### src/rtl/pll_seq_pkg.sv
// ============================================================================
// pll_seq_pkg : state encoding shared by the PLL reset sequencer and status readers
// Revision    : 1.0
// ============================================================================
`default_nettype none

package pll_seq_pkg;

  typedef enum logic [2:0] {
    ST_PLL_RST   = 3'd0,
    ST_WAIT_LOCK = 3'd1,
    ST_RELEASE   = 3'd2,
    ST_RUN       = 3'd3,
    ST_FAULT     = 3'd4
  } pll_seq_state_e;

  function automatic int unsigned max2(input int unsigned a, input int unsigned b);
    return (a > b) ? a : b;
  endfunction

endpackage

`default_nettype wire

### src/rtl/sync_2ff.sv
// ============================================================================
// sync_2ff : two-flop synchroniser for a single asynchronous bit
// Revision : 1.0
// ============================================================================
`default_nettype none

module sync_2ff (
  input  logic clk,
  input  logic rst,
  input  logic d_i,
  output logic q_o
);

  logic meta_q;
  logic sync_q;

  always_ff @(posedge clk) begin
    if (rst) begin
      meta_q <= 1'b0;
      sync_q <= 1'b0;
    end else begin
      meta_q <= d_i;
      sync_q <= meta_q;
    end
  end

  assign q_o = sync_q;

endmodule

`default_nettype wire

### src/rtl/pll_reset_sequencer.sv
// ============================================================================
// pll_reset_sequencer : PLL reset / lock-qualification / domain-release sequencer
// Revision            : 1.0
// ============================================================================
`default_nettype none

module pll_reset_sequencer
  import pll_seq_pkg::*;
#(
  parameter int unsigned PLL_RST_CYCLES      = 16,
  parameter int unsigned LOCK_STABLE_CYCLES  = 1024,
  parameter int unsigned LOCK_TIMEOUT_CYCLES = 65536,
  parameter int unsigned RELEASE_CYCLES      = 64,
  parameter int unsigned MAX_RETRIES         = 4
) (
  input  logic       piul1Clock,
  input  logic       piul1Reset,
  input  logic       piul1Locked,
  input  logic       piul1Restart,
  output logic       poul1PllReset,
  output logic       poul1DomainReset,
  output logic       poul1Ready,
  output logic       poul1Fault,
  output logic [7:0] pouv8LossCount,
  output logic [2:0] pouv3State
);

  localparam int unsigned CNT_MAX = max2(max2(max2(PLL_RST_CYCLES, LOCK_STABLE_CYCLES),
                                              max2(LOCK_TIMEOUT_CYCLES, RELEASE_CYCLES)),
                                         MAX_RETRIES);
  localparam int unsigned CW = $clog2(CNT_MAX) + 1;

  localparam logic [CW-1:0] c_pll_rst     = CW'(PLL_RST_CYCLES);
  localparam logic [CW-1:0] c_stable      = CW'(LOCK_STABLE_CYCLES);
  localparam logic [CW-1:0] c_timeout     = CW'(LOCK_TIMEOUT_CYCLES);
  localparam logic [CW-1:0] c_release     = CW'(RELEASE_CYCLES);
  localparam logic [CW-1:0] c_max_retries = CW'(MAX_RETRIES);

  pll_seq_state_e state_q, state_d;
  logic [CW-1:0]  cnt_q, cnt_d;
  logic [CW-1:0]  stable_q, stable_d;
  logic [CW-1:0]  retry_q, retry_d;
  logic [7:0]     loss_q, loss_d;
  logic           pll_rst_q, dom_rst_q, ready_q, fault_q;
  logic           w_lock_s;
  logic [CW-1:0]  w_cnt_inc, w_stable_inc, w_retry_inc;
  logic [7:0]     w_loss_inc;

  sync_2ff u_lock_sync (
    .clk (piul1Clock),
    .rst (piul1Reset),
    .d_i (piul1Locked),
    .q_o (w_lock_s)
  );

  // Increments hold at all-ones so no counter can wrap.
  assign w_cnt_inc    = (cnt_q    == '1) ? cnt_q    : cnt_q    + 1'b1;
  assign w_stable_inc = (stable_q == '1) ? stable_q : stable_q + 1'b1;
  assign w_retry_inc  = (retry_q  == '1) ? retry_q  : retry_q  + 1'b1;
  assign w_loss_inc   = (loss_q == 8'hFF) ? loss_q  : loss_q   + 8'd1;

  always_comb begin
    state_d  = state_q;
    cnt_d    = w_cnt_inc;
    stable_d = stable_q;
    retry_d  = retry_q;
    loss_d   = loss_q;

    case (state_q)
      ST_PLL_RST: begin
        if (w_cnt_inc == c_pll_rst) state_d = ST_WAIT_LOCK;
      end
      ST_WAIT_LOCK: begin
        stable_d = w_lock_s ? w_stable_inc : '0;
        if (w_lock_s && (w_stable_inc == c_stable)) begin
          state_d = ST_RELEASE;
        end else if (w_cnt_inc == c_timeout) begin
          retry_d = w_retry_inc;
          state_d = (w_retry_inc < c_max_retries) ? ST_PLL_RST : ST_FAULT;
        end
      end
      ST_RELEASE: begin
        if (!w_lock_s) begin
          state_d = ST_PLL_RST;
          loss_d  = w_loss_inc;
          retry_d = '0;
        end else if (w_cnt_inc == c_release) begin
          state_d = ST_RUN;
          retry_d = '0;
        end
      end
      ST_RUN: begin
        if (!w_lock_s) begin
          state_d = ST_PLL_RST;
          loss_d  = w_loss_inc;
          retry_d = '0;
        end
      end
      default: state_d = state_q;
    endcase

    // Restart overrides any transition chosen above, including a lock loss.
    if (piul1Restart && (state_q != ST_PLL_RST)) begin
      state_d = ST_PLL_RST;
      retry_d = '0;
      loss_d  = loss_q;
    end

    if (state_d != state_q) begin
      cnt_d    = '0;
      stable_d = '0;
    end
  end

  always_ff @(posedge piul1Clock) begin
    if (piul1Reset) begin
      state_q   <= ST_PLL_RST;
      cnt_q     <= '0;
      stable_q  <= '0;
      retry_q   <= '0;
      loss_q    <= '0;
      pll_rst_q <= 1'b1;
      dom_rst_q <= 1'b1;
      ready_q   <= 1'b0;
      fault_q   <= 1'b0;
    end else begin
      state_q   <= state_d;
      cnt_q     <= cnt_d;
      stable_q  <= stable_d;
      retry_q   <= retry_d;
      loss_q    <= loss_d;
      pll_rst_q <= (state_d == ST_PLL_RST) || (state_d == ST_FAULT);
      dom_rst_q <= (state_d != ST_RUN);
      ready_q   <= (state_d == ST_RUN);
      fault_q   <= (state_d == ST_FAULT);
    end
  end

  assign poul1PllReset    = pll_rst_q;
  assign poul1DomainReset = dom_rst_q;
  assign poul1Ready       = ready_q;
  assign poul1Fault       = fault_q;
  assign pouv8LossCount   = loss_q;
  assign pouv3State       = state_q;

endmodule

`default_nettype wire

### config.mk
export PLATFORM = sky130hd
export DESIGN_NAME = pll_reset_sequencer
export DESIGN_NICKNAME = d
export VERILOG_FILES = /design/src/rtl/pll_seq_pkg.sv /design/src/rtl/sync_2ff.sv /design/src/rtl/pll_reset_sequencer.sv
export SDC_FILE = /design/constraint.sdc
export NUM_CORES = 1
export LEC_CHECK = 0
export ABC_AREA = 1
export BUFFER_PORTS_ARGS = -buffer_cell sky130_fd_sc_hd__buf_2
export CORE_ASPECT_RATIO = 1.5
export CORE_UTILIZATION = 45
export DETAILED_ROUTE_END_ITERATION = 16
export GPL_ROUTABILITY_DRIVEN = 1
export SYNTH_ARGS = -nofsm -noshare
export SYNTH_HDL_FRONTEND = slang
export SYNTH_SLANG_ARGS = --single-unit
### constraint.sdc
create_clock -name piul1Clock -period 6.7 [get_ports piul1Clock]
set_clock_uncertainty 0.2 [all_clocks]
set_input_delay 0.335 -clock piul1Clock [delete_from_list [all_inputs] [get_ports piul1Clock]]
set_output_delay 0.335 -clock piul1Clock [all_outputs]
set_load 0.02 [all_outputs]
Word level (Yosys, flattened, before mapping)
Index checks and enable logic that the tools add are counted.

Shift-type cells: 0. Multiplexer cells: 19. Order comparisons: 1. Reductions and logical operators: 12. Equality and inequality tests: 19. Multipliers: 0. Add/subtract/negate cells: 4. Divide/modulo/power cells: 0. Bitwise gates (word level): 3.

Operators by type and width (count): 17-bit two-way mux (9); 17-bit equality test, second input constant (4); 17-bit by 1-bit adder with 17-bit output, second input constant (3); 17-bit case mux with 3 select lines (1); 3-bit two-way mux (8); 17-bit by 11-bit equality test with 1-bit output, second input constant (1); 17-bit by 5-bit equality test with 1-bit output, second input constant (1); 17-bit by 7-bit equality test with 1-bit output, second input constant (1); 17-bit by 3-bit < comparator with 1-bit output, second input constant (1); 3-bit case mux with 4 select lines (1); 3-bit by 2-bit equality test with 1-bit output, second input constant (3); 8-bit by 1-bit adder with 8-bit output, second input constant (1); 8-bit equality test, second input constant (1); 3-bit logical NOT (2); 2-bit inequality test, second input constant (3); 3-bit nonzero test (2); 2-bit OR reduction (3); 5-bit AND reduction (1); 4-bit AND reduction (1); 3-bit by 1-bit equality test with 1-bit output, second input constant (1); 3-bit equality test, second input constant (1); 3-bit by 2-bit inequality test with 1-bit output, second input constant (1); 3-bit inequality test (1); 3-bit inequality test, second input constant (1); 3 further kinds (6).

Bits in latches: 0. Bits in read-only memories: 0. Output and inout bits: 15. Word-level logic and storage cells: 69. Memory bits (writable): 0. Flip-flop bits (word level): 68. Input bits: 4. Memories: 0.

Depth between registers and ports, before layout
Gate-level depths: netlist (run 1).

Word-level depth: 10. Depth in mapped cells: 20. Gate-level depth less buffers: 19.

Cells and area by module
Synthesis (run 1) repeated with hierarchy kept, for this count alone.

Cell total of the unflattened synthesis: 728. Area, all modules: 4541.9 sq um.

Modules (own cells, without submodules): pll_reset_sequencer (times used 1, sequential area each 1321.3 sq um, area each 4486.8 sq um, cells an instance 722); sync_2ff (times used 1, sequential area each 40.0 sq um, area each 55.1 sq um, cells an instance 6).

Worst setup path after synthesis (run 1)
Ideal clock, no wire load.

Path type: reg-to-reg. Start: register cnt_q[0]. End: register cnt_q[16]. Path buffers: 2. Clock period less this slack: 2.579 ns. Arrival time: 2.258 ns. Slack: 4.121 ns. Data required time: 6.379 ns. Setup time: 0.121 ns. Cell stages (with the launch flop): 21. Path through: dfxtp_1 > ha_1 > inv_2 > nor2_2 > nand2_2 > nor2_4 > nand2_4 > buf_6 > nand3_1 > inv_1 > nand3_1 > nor2_1 > nand2_1 > nor2_1 > nor2_1 > nand2_1 > nand2_2 > nand2_2 > nand3_4 > buf_6 > nor2_2.

Longest elaborated chain between the ends: 9.

RTL lines: start: declaration (RTL line pll_reset_sequencer.sv:40) `logic [CW-1:0] cnt_q, cnt_d;`; start signal: assignment (RTL line pll_reset_sequencer.sv:128) `cnt_q <= cnt_d;`; 17-bit by 1-bit adder with 17-bit output / 17-bit equality test (equally long branches) (RTL line pll_reset_sequencer.sv:57) `assign w_cnt_inc = (cnt_q == '1) ? cnt_q : cnt_q + 1'b1;`; 17-bit two-way mux (*) (RTL line pll_reset_sequencer.sv:57); 17-bit by 7-bit equality test with 1-bit output / 17-bit equality test (equally long branches) (RTL line pll_reset_sequencer.sv:87, pll_reset_sequencer.sv:77); 3-bit two-way mux, on equally long branches (RTL line pll_reset_sequencer.sv:87, pll_reset_sequencer.sv:77); 3-bit two-way mux, on equally long branches (RTL line pll_reset_sequencer.sv:83, pll_reset_sequencer.sv:75); 3-bit case mux with 4 select lines (RTL line pll_reset_sequencer.sv:69) `case (state_q)`; 3-bit two-way mux (RTL line pll_reset_sequencer.sv:103) `if (piul1Restart && (state_q != ST_PLL_RST)) begin`; 3-bit inequality test (RTL line pll_reset_sequencer.sv:109) `if (state_d != state_q) begin`; 2-bit OR reduction (no line).

Mark *: on every way between the ends. The rest lies on a longest branch, timed or not. A chain may end at the register's enable or synchronous reset.

Worst setup path after layout (run 1)
Start: register cnt_q[0]. End: register retry_q[5].

Longest elaborated chain between the ends: 5.

RTL lines: 17-bit by 1-bit adder with 17-bit output / 17-bit equality test (equally long branches) (RTL line pll_reset_sequencer.sv:57); 17-bit two-way mux (*) (RTL line pll_reset_sequencer.sv:57); 17-bit by 7-bit equality test with 1-bit output / 17-bit equality test (equally long branches) (RTL line pll_reset_sequencer.sv:87, pll_reset_sequencer.sv:77); 3-bit inequality test (no line) / 2-bit inequality test (equally long branches); 5-bit AND reduction (no line) (*); end signal: assignment (RTL line pll_reset_sequencer.sv:130) `retry_q <= retry_d;`; end: declaration (RTL line pll_reset_sequencer.sv:42) `logic [CW-1:0] retry_q, retry_d;`.

Marks and branches as above.

==> results of run 1 <==
metal layers:
| layer | GRT usage, % | share of wire [%] |
|---|---|---|
| met3 | 3.53 | 2.9 |
| met2 | 39.7 | 53 |
| met5 | 0 | 0 |
| met4 | 10.4 | 2.5 |
| met1 | 24.6 | 42 |
final timing paths:
path	end
worst max register to register	retry_q[5]
worst min-delay path	u_lock_sync.meta_q
worst min register to register	u_lock_sync.q_o
worst max-delay path	retry_q[5]
area by class of cell:
class                   instances  area (um2)  share of cell area (%)
repair buffers                 18        90.1                    1.91
flip-flops and latches         68        1360                    28.8
inverters                      79         297                    6.28
clock inverters                 6        93.8                    1.99
multi-input cells             499        2500                    53.0
well taps                     112         140                    2.97
clock buffers                  10         239                    5.06
power by group:
group	leakage (nW)	total, mW	internal [mW]	switching [mW]
clock	0.160	0.526	0.339	0.187
combinational	1.12	0.0255	0.00737	0.0181
sequential	0.549	0.409	0.407	0.00238
kinds of logic after synthesis:
logic type,Yosys count
buf+inv,93
xor+xnor,23
simple gates,398
compound gates,74
fa+ha+maj,4
flops,68
registers in the layout, indices dropped and copies added (netlist names):
signal              cells
cnt_q                  17
retry_q                17
pouv8LossCount          8
poul1Ready              1
poul1PllReset           1
poul1Fault              1
u_lock_sync.q_o         1
stable_q               17
pouv3State              3
u_lock_sync.meta_q      1
poul1DomainReset        1
synth_stat cells:
| library cell | count |
|---|---|
| nor3_1 | 17 |
| inv_1 | 76 |
| buf_2 | 1 |
| o21ai_1 | 1 |
| nand3b_1 | 7 |
| xor2_1 | 15 |
| nand2_2 | 9 |
| o21a_1 | 1 |
| dfxtp_1 | 68 |
| buf_6 | 5 |
| a211oi_1 | 3 |
| ha_1 | 4 |
| nand4_1 | 11 |
| nand2_4 | 1 |
| a31oi_1 | 2 |
| inv_2 | 2 |
| clkbuf_1 | 6 |
| xnor2_1 | 8 |
| o21ai_0 | 29 |
| buf_4 | 2 |
| or2_2 | 4 |
| nand3_4 | 1 |
| nor4_1 | 2 |
| nand2_1 | 123 |
| nor2_2 | 40 |
| nand3_1 | 60 |
| a21oi_4 | 1 |
| clkinv_1 | 1 |
| nor2_4 | 2 |
| a2bb2oi_1 | 2 |
| a22oi_1 | 12 |
| a21oi_1 | 23 |
| nor2_1 | 121 |
cells in the final DEF, fill, tap and decap left out, types with 3 or more instances in the layout:
cell	netlist	final
inv_1	76	76
o21ai_0	29	29
a211oi_1	3	3
nand4_1	11	11
nand3b_1	7	7
or2_2	4	4
clkbuf_16	0	9
nor2_1	121	121
dfxtp_1	68	68
xnor2_1	8	8
a22oi_1	12	12
buf_2	1	18
nand2_2	9	9
nor3_1	17	17
nand2_1	123	123
nand3_1	60	60
ha_1	4	4
xor2_1	15	15
a21oi_1	23	23
nor2_2	40	40
tightest hold or removal path: stages:
cell    delay (ns)
buf_2         0.08
inv_1         0.03
nor2_1        0.07
==> impl_metrics.toml, run 1 <==
[synthesis]
synth.avg_cell_area_um2 = 6.45
ys_warn_count = 0
synth-compound-area-share_pct = 10.1
synth_top_family_by_area = "simple AND/OR/NAND/NOR gates"
synthCells = 660
synth_fa_ha_area_share_pct = 1.18
yosys.area_share.simple_pct = 42.7
synth.area.top_cells = "dfxtp_1 32%, nand2_1 11%, nor2_1 11%"
synth_top_area_share_pct = 32.0
yosysUniqueCellTypes = 33
ys_ff_latch = 68
synth_xor_area_share_pct = 4.73
syn_area_um2 = 4260
syn-num-nets = 668
synth_top_area_cell = "dfxtp_1"
seq_area_frac_synth_pct = 32.0
synth.area.mux_share_pct = 0

[setup_path]
cp_max_fo = 32
critPathBufInv = 1
path_class = "reg -> reg"
path_delay_family = "simple AND/OR/NAND/NOR gates"
max_stage_delay_ns = 0.78
reg2reg_depth = 18
required_ns = 6.70
crit_path_start = "cnt_q[0]"
endpoint_kind = "register"
cp.depth = 18
reg2reg_slack_ns = 3.06
path_cells = "ha_1 -> inv_2 -> nor2_2 -> nand2_2 -> nor2_4 -> nand2_4 -> nand2_1 -> nand2_2 -> nor2_2 -> nand2_1 -> nor2_1 -> nand2_1 -> nand2_1 -> nand2_1 -> nor2_2 -> o21ai_0 -> o21ai_0 -> nor2_1"
crit_path_frequent_cell = "nand2_1"
startpoint_type = "register"
crit_path_top_delay_cell = "nor2_2"
r2r-start = "cnt_q[0]"
worstPathArrival_ns = 3.64

[power]
power_leakage_nw = 1.83
powerDensity_nw_per_um2 = 203
vdd_drop_max_mv = 0.145
power_mw = 0.960

[worst_hold_path]
hp-class = "in -> reg"
hp-start = "piul1Locked"
worstHoldPathCells = 3

[cells_and_area]
num-fill-cells = 942
utilization_pct = 51.3
final_cells = 792
drive_above_1_share_pct = 13.8
area.growth.synth_to_final_pct = 10.9
final_area_um2 = 4720
antennaDiodeCount = 0
nets = 683

[floorplanning]
rows = 43
start_util_pct = 46.3
io_pins = 19
design.die.area_um2 = 9860
die_y_um = 121
coreArea_um2 = 9200
dieWidth_um = 81.4

[clock_network]
clock_sinks = 68
cts_buffers = 9
cts_hold_buf = 0
clk_pin_slew_ns = 0.06
post_cts_buffers = 0
cts_tree = "done"
clockRootBuffer = "clkbuf_16"
h-tree-depth = 3
insertion_delay_ns = 0.33
max-clock-path-buffers = 2
cts_resized = 0

[placed_design]
portBuffers = 18
dp_hpwl_um = 7550
place_congestion = 0.912
pre_cts_slack_ns = 3.10
place_area_um2 = 4390
dp_cells = 776

[route]
postRouteAntennaNets = 0
via_per_inst = 5.15
dr_total_vias = 4079
routedWlPerCell_um = 12.6
drt_pre_antenna_iters = 5
drc = 0
drt_iter0_markers = 245
wl_um = 10000

[timing]
finalCriticalPeriod_ns = 3.64
clock.fmax_ghz = 0.274
worst_slew_pin_slew_ns = 1.02
finalHoldViolCount = 0
slew_viol_final = 0
hold-worst-slack_ns = 0.0167
setup_ws_ns = 3.06
setup_viol_count_final = 0
rsz0062_at_grt = "false"
finalSetupTns_ns = 0
relSlewSlack_pct = 31.8
min_period_over_period_pct = 54.4

[grt]
grt_use_total_pct = 22.2
grt_overflow_total = 0
antenna_found_initial = 0
grt_max_degree = 35
grt_pass1_vias = 3864
grt_pass1_wl_um = 16900

[flow_run]
drv_cap = 0

[outcome]
status = "finished clean"
Note: power is estimated with default switching activity, not from simulation.
==> inputs of run 2 (changes only) <==
==> constraint.sdc (replaced) <==
create_clock -name piul1Clock -period 3.7 [get_ports piul1Clock]
set_clock_uncertainty 0.2 [all_clocks]
set_input_delay 0.185 -clock piul1Clock [delete_from_list [all_inputs] [get_ports piul1Clock]]
set_output_delay 0.185 -clock piul1Clock [all_outputs]
set_load 0.02 [all_outputs]
==> run 2 against run 1 <==
Net effect: via count rose by 1.9%; hold slack gained 0.18 ns; worst setup slack got worse by 2.6 ns; cell area up 0.24%; combinational power up 95%; critical path depth up 1; global-route usage is 0.91 points higher; die area did not move; fmax is 11% higher; core utilization is 0.12 points higher; power is 63% higher; highest routed layer unchanged.
==> impl_metrics.toml, run 2 (synthesis gave the netlist of run 1 again) <==
[setup_path]
cp_max_fo = 34
max_stage_delay_ns = 0.45
path_class = "reg -> reg"
r2r_end = "cnt_q[7]"
endpoint_kind = "register"
crit_path_top_delay_cell = "buf_4"
reg2reg_depth = 19
required_ns = 3.70
path_cells = "ha_1 -> inv_2 -> nor2_2 -> nand2_2 -> nor2_4 -> nand2_4 -> nand2_1 -> nand2_2 -> nor2_2 -> nand2_1 -> nor2_1 -> nand2_1 -> nor2_1 -> nor2_1 -> nand2_1 -> nand3_1 -> nand3_4 -> buf_4 -> nor2_1"
startpoint_type = "register"
r2r-start = "cnt_q[0]"
reg2reg_slack_ns = 0.42
worstPathArrival_ns = 3.28

[floorplanning]
coreArea_um2 = 9200
dieWidth_um = 81.4
rows = 43
start_util_pct = 46.3
design.die.area_um2 = 9860
io_pins = 19
die_y_um = 121

[timing]
finalHoldViolCount = 0
finalSetupTns_ns = 0
hold-worst-slack_ns = 0.192
relSlewSlack_pct = 61.8
finalCriticalPeriod_ns = 3.28
worst_slew_pin_slew_ns = 0.571
min_period_over_period_pct = 88.8
clock.fmax_ghz = 0.304
slew_viol_final = 0
rsz0062_at_grt = "false"
setup_ws_ns = 0.416
setup_viol_count_final = 0

[clock_network]
post_cts_buffers = 0
clockRootBuffer = "clkbuf_16"
insertion_delay_ns = 0.33
clk_pin_slew_ns = 0.06
max-clock-path-buffers = 2
cts_tree = "done"
cts_buffers = 9
clock_sinks = 68
h-tree-depth = 3

[cells_and_area]
num-fill-cells = 962
area.growth.synth_to_final_pct = 11.2
top_regs = "cnt_q: 17 flops, retry_q: 17 flops, stable_q: 17 flops"
final_common_cell = "nand2_1"
nets = 692
multiInputGateArea_um2 = 2500
final_cell_mix = "123 x nand2_1, 121 x nor2_1, 76 x inv_1"
regArea_um2 = 1360
antennaDiodeCount = 0
drive_above_1_share_pct = 14.5

[route]
postRouteAntennaNets = 0
routedWlPerCell_um = 12.7
via_per_inst = 5.19
wl_um = 10200
drc = 0
drt_pre_antenna_iters = 4
dr_total_vias = 4158
drt_iter0_markers = 199

[flow_run]
drv_cap = 0

[power]
power_leakage_nw = 1.85
vdd_drop_max_mv = 0.246
power_mw = 1.57
powerDensity_nw_per_um2 = 331

[worst_hold_path]
hp-start = "piul1Restart"
worstHoldPathCells = 6
hold_end = "pouv3State[2]"
hp-class = "in -> reg"

[placed_design]
place_congestion = 0.946
dp_hpwl_um = 7610
portBuffers = 18
pre_cts_slack_ns = 0.393

[grt]
grt_use_total_pct = 23.1
grt_pass1_vias = 4078
grt_max_degree = 35
grt_overflow_total = 0
antenna_found_initial = 0
grt_pass1_wl_um = 17600

[outcome]
status = "finished clean"
## run 2: changes by cell type in the layout (fill, tap and decap cells not counted), sizes merged
cell         before  now
dlygate4sd3       0    3
inv              80   78
buf              18   24
clkinv            2    6
clkbuf           10    9
bufinv            2    0
clkinvlp          1    2
## run 2: how the worst max path moves through the flow
| stage | start | to | slack, ns | cells past startpoint |
|---|---|---|---|---|
| 2_1_floorplan | cnt_q[0] | cnt_q[16] | 1.12 | 20 |
| 3_3_place_gp | cnt_q[0] | cnt_q[5] | 0.44 | 19 |
| 3_5_place_dp | cnt_q[0] | cnt_q[5] | 0.39 | 19 |
| 4_1_cts | cnt_q[0] | cnt_q[5] | 0.37 | 19 |
| 5_1_grt | cnt_q[0] | cnt_q[7] | 0.07 | 19 |
| 6_report | cnt_q[0] | cnt_q[7] | 0.42 | 19 |
## run 2: what timing repair did
action | CTS | global route
hold buffers | 3 | 0
gates resized for setup | 0 | 0
endpoints found under the hold margin | 8 | 0
## run 2: layout make-up
type | instances | share of cell area [%]
multi-input combinational | 499 | 52.8
sequential | 68 | 28.8
inverter | 79 | 6.26
clock buffer | 9 | 4.76
timing repair buffer | 27 | 3.49
tap | 112 | 2.96
clock inverter | 7 | 0.925
## run 2: power breakdown
part | total, mW | switching (mW) | internal [mW]
clock network | 0.778 | 0.329 | 0.449
registers | 0.741 | 0.00421 | 0.736
logic | 0.0497 | 0.0338 | 0.0159
total | 1.57 | 0.367 | 1.20
## run 2: worst max-delay path: cells and delay by family (launching register included)
| family | cells | cell delay [ns] |
|---|---|---|
| and+or+nand+nor | 16 | 1.69 |
| buffers and inverters | 2 | 0.50 |
| DFF | 1 | 0.40 |
| adders and majority gates | 1 | 0.32 |
## run 2: per-stage QoR
stage          utilization [%]  area [um2]  instances
2_1_floorplan                -        4260        660
3_3_place_gp              48.2        4430        782
3_5_place_dp              48.2        4430        782
4_1_cts                   51.4        4730        801
5_1_grt                   51.4        4730        801
6_report                  51.4        4730        801
## run 2: layer usage
| metal | up-vias | part of all wire [%] | track usage (%) |
|---|---|---|---|
| met1 | 1904 | 43 | 25.1 |
| met5 | - | 0 | 0 |
| met4 | 0 | 2.3 | 10.6 |
| met3 | 17 | 2.3 | 4.66 |
| li1 | 2172 | - | - |
| met2 | 65 | 53 | 41.5 |
==> inputs of run 3 (changes only) <==
--- a/config.mk
+++ b/config.mk
@@ -7,8 +7,9 @@
 export LEC_CHECK = 0
 export ABC_AREA = 1
 export BUFFER_PORTS_ARGS = -buffer_cell sky130_fd_sc_hd__buf_2
+export CAP_MARGIN = 20
 export CORE_ASPECT_RATIO = 1.5
-export CORE_UTILIZATION = 45
+export CORE_UTILIZATION = 40
 export DETAILED_ROUTE_END_ITERATION = 16
 export GPL_ROUTABILITY_DRIVEN = 1
 export SYNTH_ARGS = -nofsm -noshare
==> run 3 against run 2 <==
Net effect: die area grew 12%; register-to-register slack gained 0.06 ns; first-iteration DRC count shrank 11%; fmax grew 1.8%; clock power grew 23%; sequential share of layout area shrank 0.58 points; core utilization shrank 4.3 points; power grew 12%; critical path depth shrank 1; cell count grew 3.5%; flip-flop and latch count is the same; worst setup slack gained 0.057 ns.
==> impl_metrics.toml, run 3 (synthesis gave the netlist of run 1 again) <==
[outcome]
status = "finished clean"

[setup_path]
endpoint_kind = "register"
path_class = "reg -> reg"
worstPathArrival_ns = 3.22
path_cells = "ha_1 -> inv_2 -> nor2_2 -> nand2_2 -> nor2_4 -> nand2_4 -> nand3_1 -> nor2_1 -> nand2_1 -> nor2_1 -> nand2_1 -> nor2_1 -> nor2_1 -> nand2_1 -> nand3_1 -> nand3_4 -> buf_4 -> nor2_1"
max_stage_delay_ns = 0.46
cp_max_fo = 34
crit_path_frequent_cell = "nor2_1"
crit_path_top_delay_cell = "buf_4"
startpoint_type = "register"
required_ns = 3.70
reg2reg_depth = 18

[floorplanning]
io_pins = 19
rows = 45
design.die.area_um2 = 11100
start_util_pct = 41.6
dieWidth_um = 86.2
coreArea_um2 = 10200
die_y_um = 128

[clock_network]
clk_pin_slew_ns = 0.06
cts_hold_buf = 3
clock_sinks = 68
max-clock-path-buffers = 2
h-tree-depth = 3
cts_buffers = 9
insertion_delay_ns = 0.33
cts_tree = "done"
clockRootBuffer = "clkbuf_16"
post_cts_buffers = 0
cts_resized = 0

[grt]
grt_pass1_wl_um = 17400
grt_overflow_total = 0
grt_max_degree = 35
antenna_found_initial = 0
grt_pass1_vias = 3925
grt_use_total_pct = 19.7

[route]
dr_total_vias = 4131
postRouteAntennaNets = 0
wl_um = 10300
routedWlPerCell_um = 12.5
drt_iter0_markers = 177
drc = 0
drt_pre_antenna_iters = 7
via_per_inst = 4.98

[cells_and_area]
utilization_pct = 47.1
drive_above_1_share_pct = 14.2
area.growth.synth_to_final_pct = 13.5
nets = 691
antennaDiodeCount = 0
final_cell_mix = "123 x nand2_1, 121 x nor2_1, 76 x inv_1"
final_area_um2 = 4830
top_regs = "cnt_q: 17 flops, retry_q: 17 flops, stable_q: 17 flops"
final_common_cell = "nand2_1"

[placed_design]
portBuffers = 18
dp_hpwl_um = 7680
place_area_um2 = 4460
place_congestion = 0.911

[power]
power_leakage_nw = 1.87
p_clk_share_pct = 54.8
powerDensity_nw_per_um2 = 362
switching_share_pct = 20.1
p_switching_mw = 0.352
combPwrFrac_pct = 2.9
p_int_mw = 1.40
vdd_drop_max_mv = 0.249
sequentialPowerShare_pct = 42.3

[timing]
finalSetupTns_ns = 0
setup_viol_count_final = 0
worst_slew_pin_slew_ns = 0.554
finalHoldViolCount = 0
relSlewSlack_pct = 62.8
slew_viol_final = 0
rsz0062_at_grt = "false"
clock.fmax_ghz = 0.310
finalCriticalPeriod_ns = 3.23
min_period_over_period_pct = 87.2

[worst_hold_path]
hp-class = "reg -> reg"
worstHoldPathCells = 2

[flow_run]
drv_cap = 0
## run 3: area by class of cell
class / instances / area (um2)
fill: 1105 / 5420
multi-input combinational: 499 / 2500
sequential: 68 / 1360
inverter: 79 / 297
clock buffer: 13 / 270
tap: 141 / 176
timing repair buffer: 26 / 158
clock inverter: 3 / 67.6
## run 3: worst paths after layout
check,from,to,slack (ns)
max reg2reg,cnt_q[0],cnt_q[7],0.47
min,u_lock_sync.meta_q,u_lock_sync.q_o,0.21
max,cnt_q[0],cnt_q[7],0.47
min reg2reg,u_lock_sync.meta_q,u_lock_sync.q_o,0.21
## run 3: layer usage
metal / routed length (um) / track usage [%] / up-vias / part of all wire (%)
met5: 0 / 0 / - / 0
met1: 4290 / 21.1 / 1877 / 41
met2: 5610 / 38.0 / 67 / 54
met3: 280 / 3.27 / 13 / 2.7
li1: - / - / 2174 / -
met4: 161 / 7.45 / 0 / 1.6
## run 3: worst max-delay path: cells and delay by family, from the launching register on
| kind | cells | cell delay [ns] |
|---|---|---|
| AND/OR/NAND/NOR | 15 | 1.69 |
| buffers and inverters | 2 | 0.54 |
| flip-flops | 1 | 0.35 |
| adder cells (fa/ha/maj) | 1 | 0.29 |
## run 3: power groups by stage
stage          logic [mW]  registers (mW)  clock network [mW]
2_1_floorplan      0.0403           0.756                   0
3_3_place_gp       0.0471           0.756                   0
3_5_place_dp       0.0481           0.757                   0
4_1_cts            0.0510           0.741               0.978
5_1_grt            0.0565           0.741                1.01
6_report           0.0506           0.741               0.959
## run 3: per-stage QoR
step / total power [mW] / instances / hold WS (ns) / setup WS (ns)
after global placement: 0.804 / 810 / 0.185 / 0.500
after floorplan: 0.796 / 660 / 0.0920 / 1.12
final: 1.75 / 829 / 0.214 / 0.473
after CTS: 1.77 / 829 / 0.219 / 0.467
after detailed placement: 0.805 / 810 / 0.195 / 0.486
after global routing: 1.81 / 829 / 0.236 / 0.155
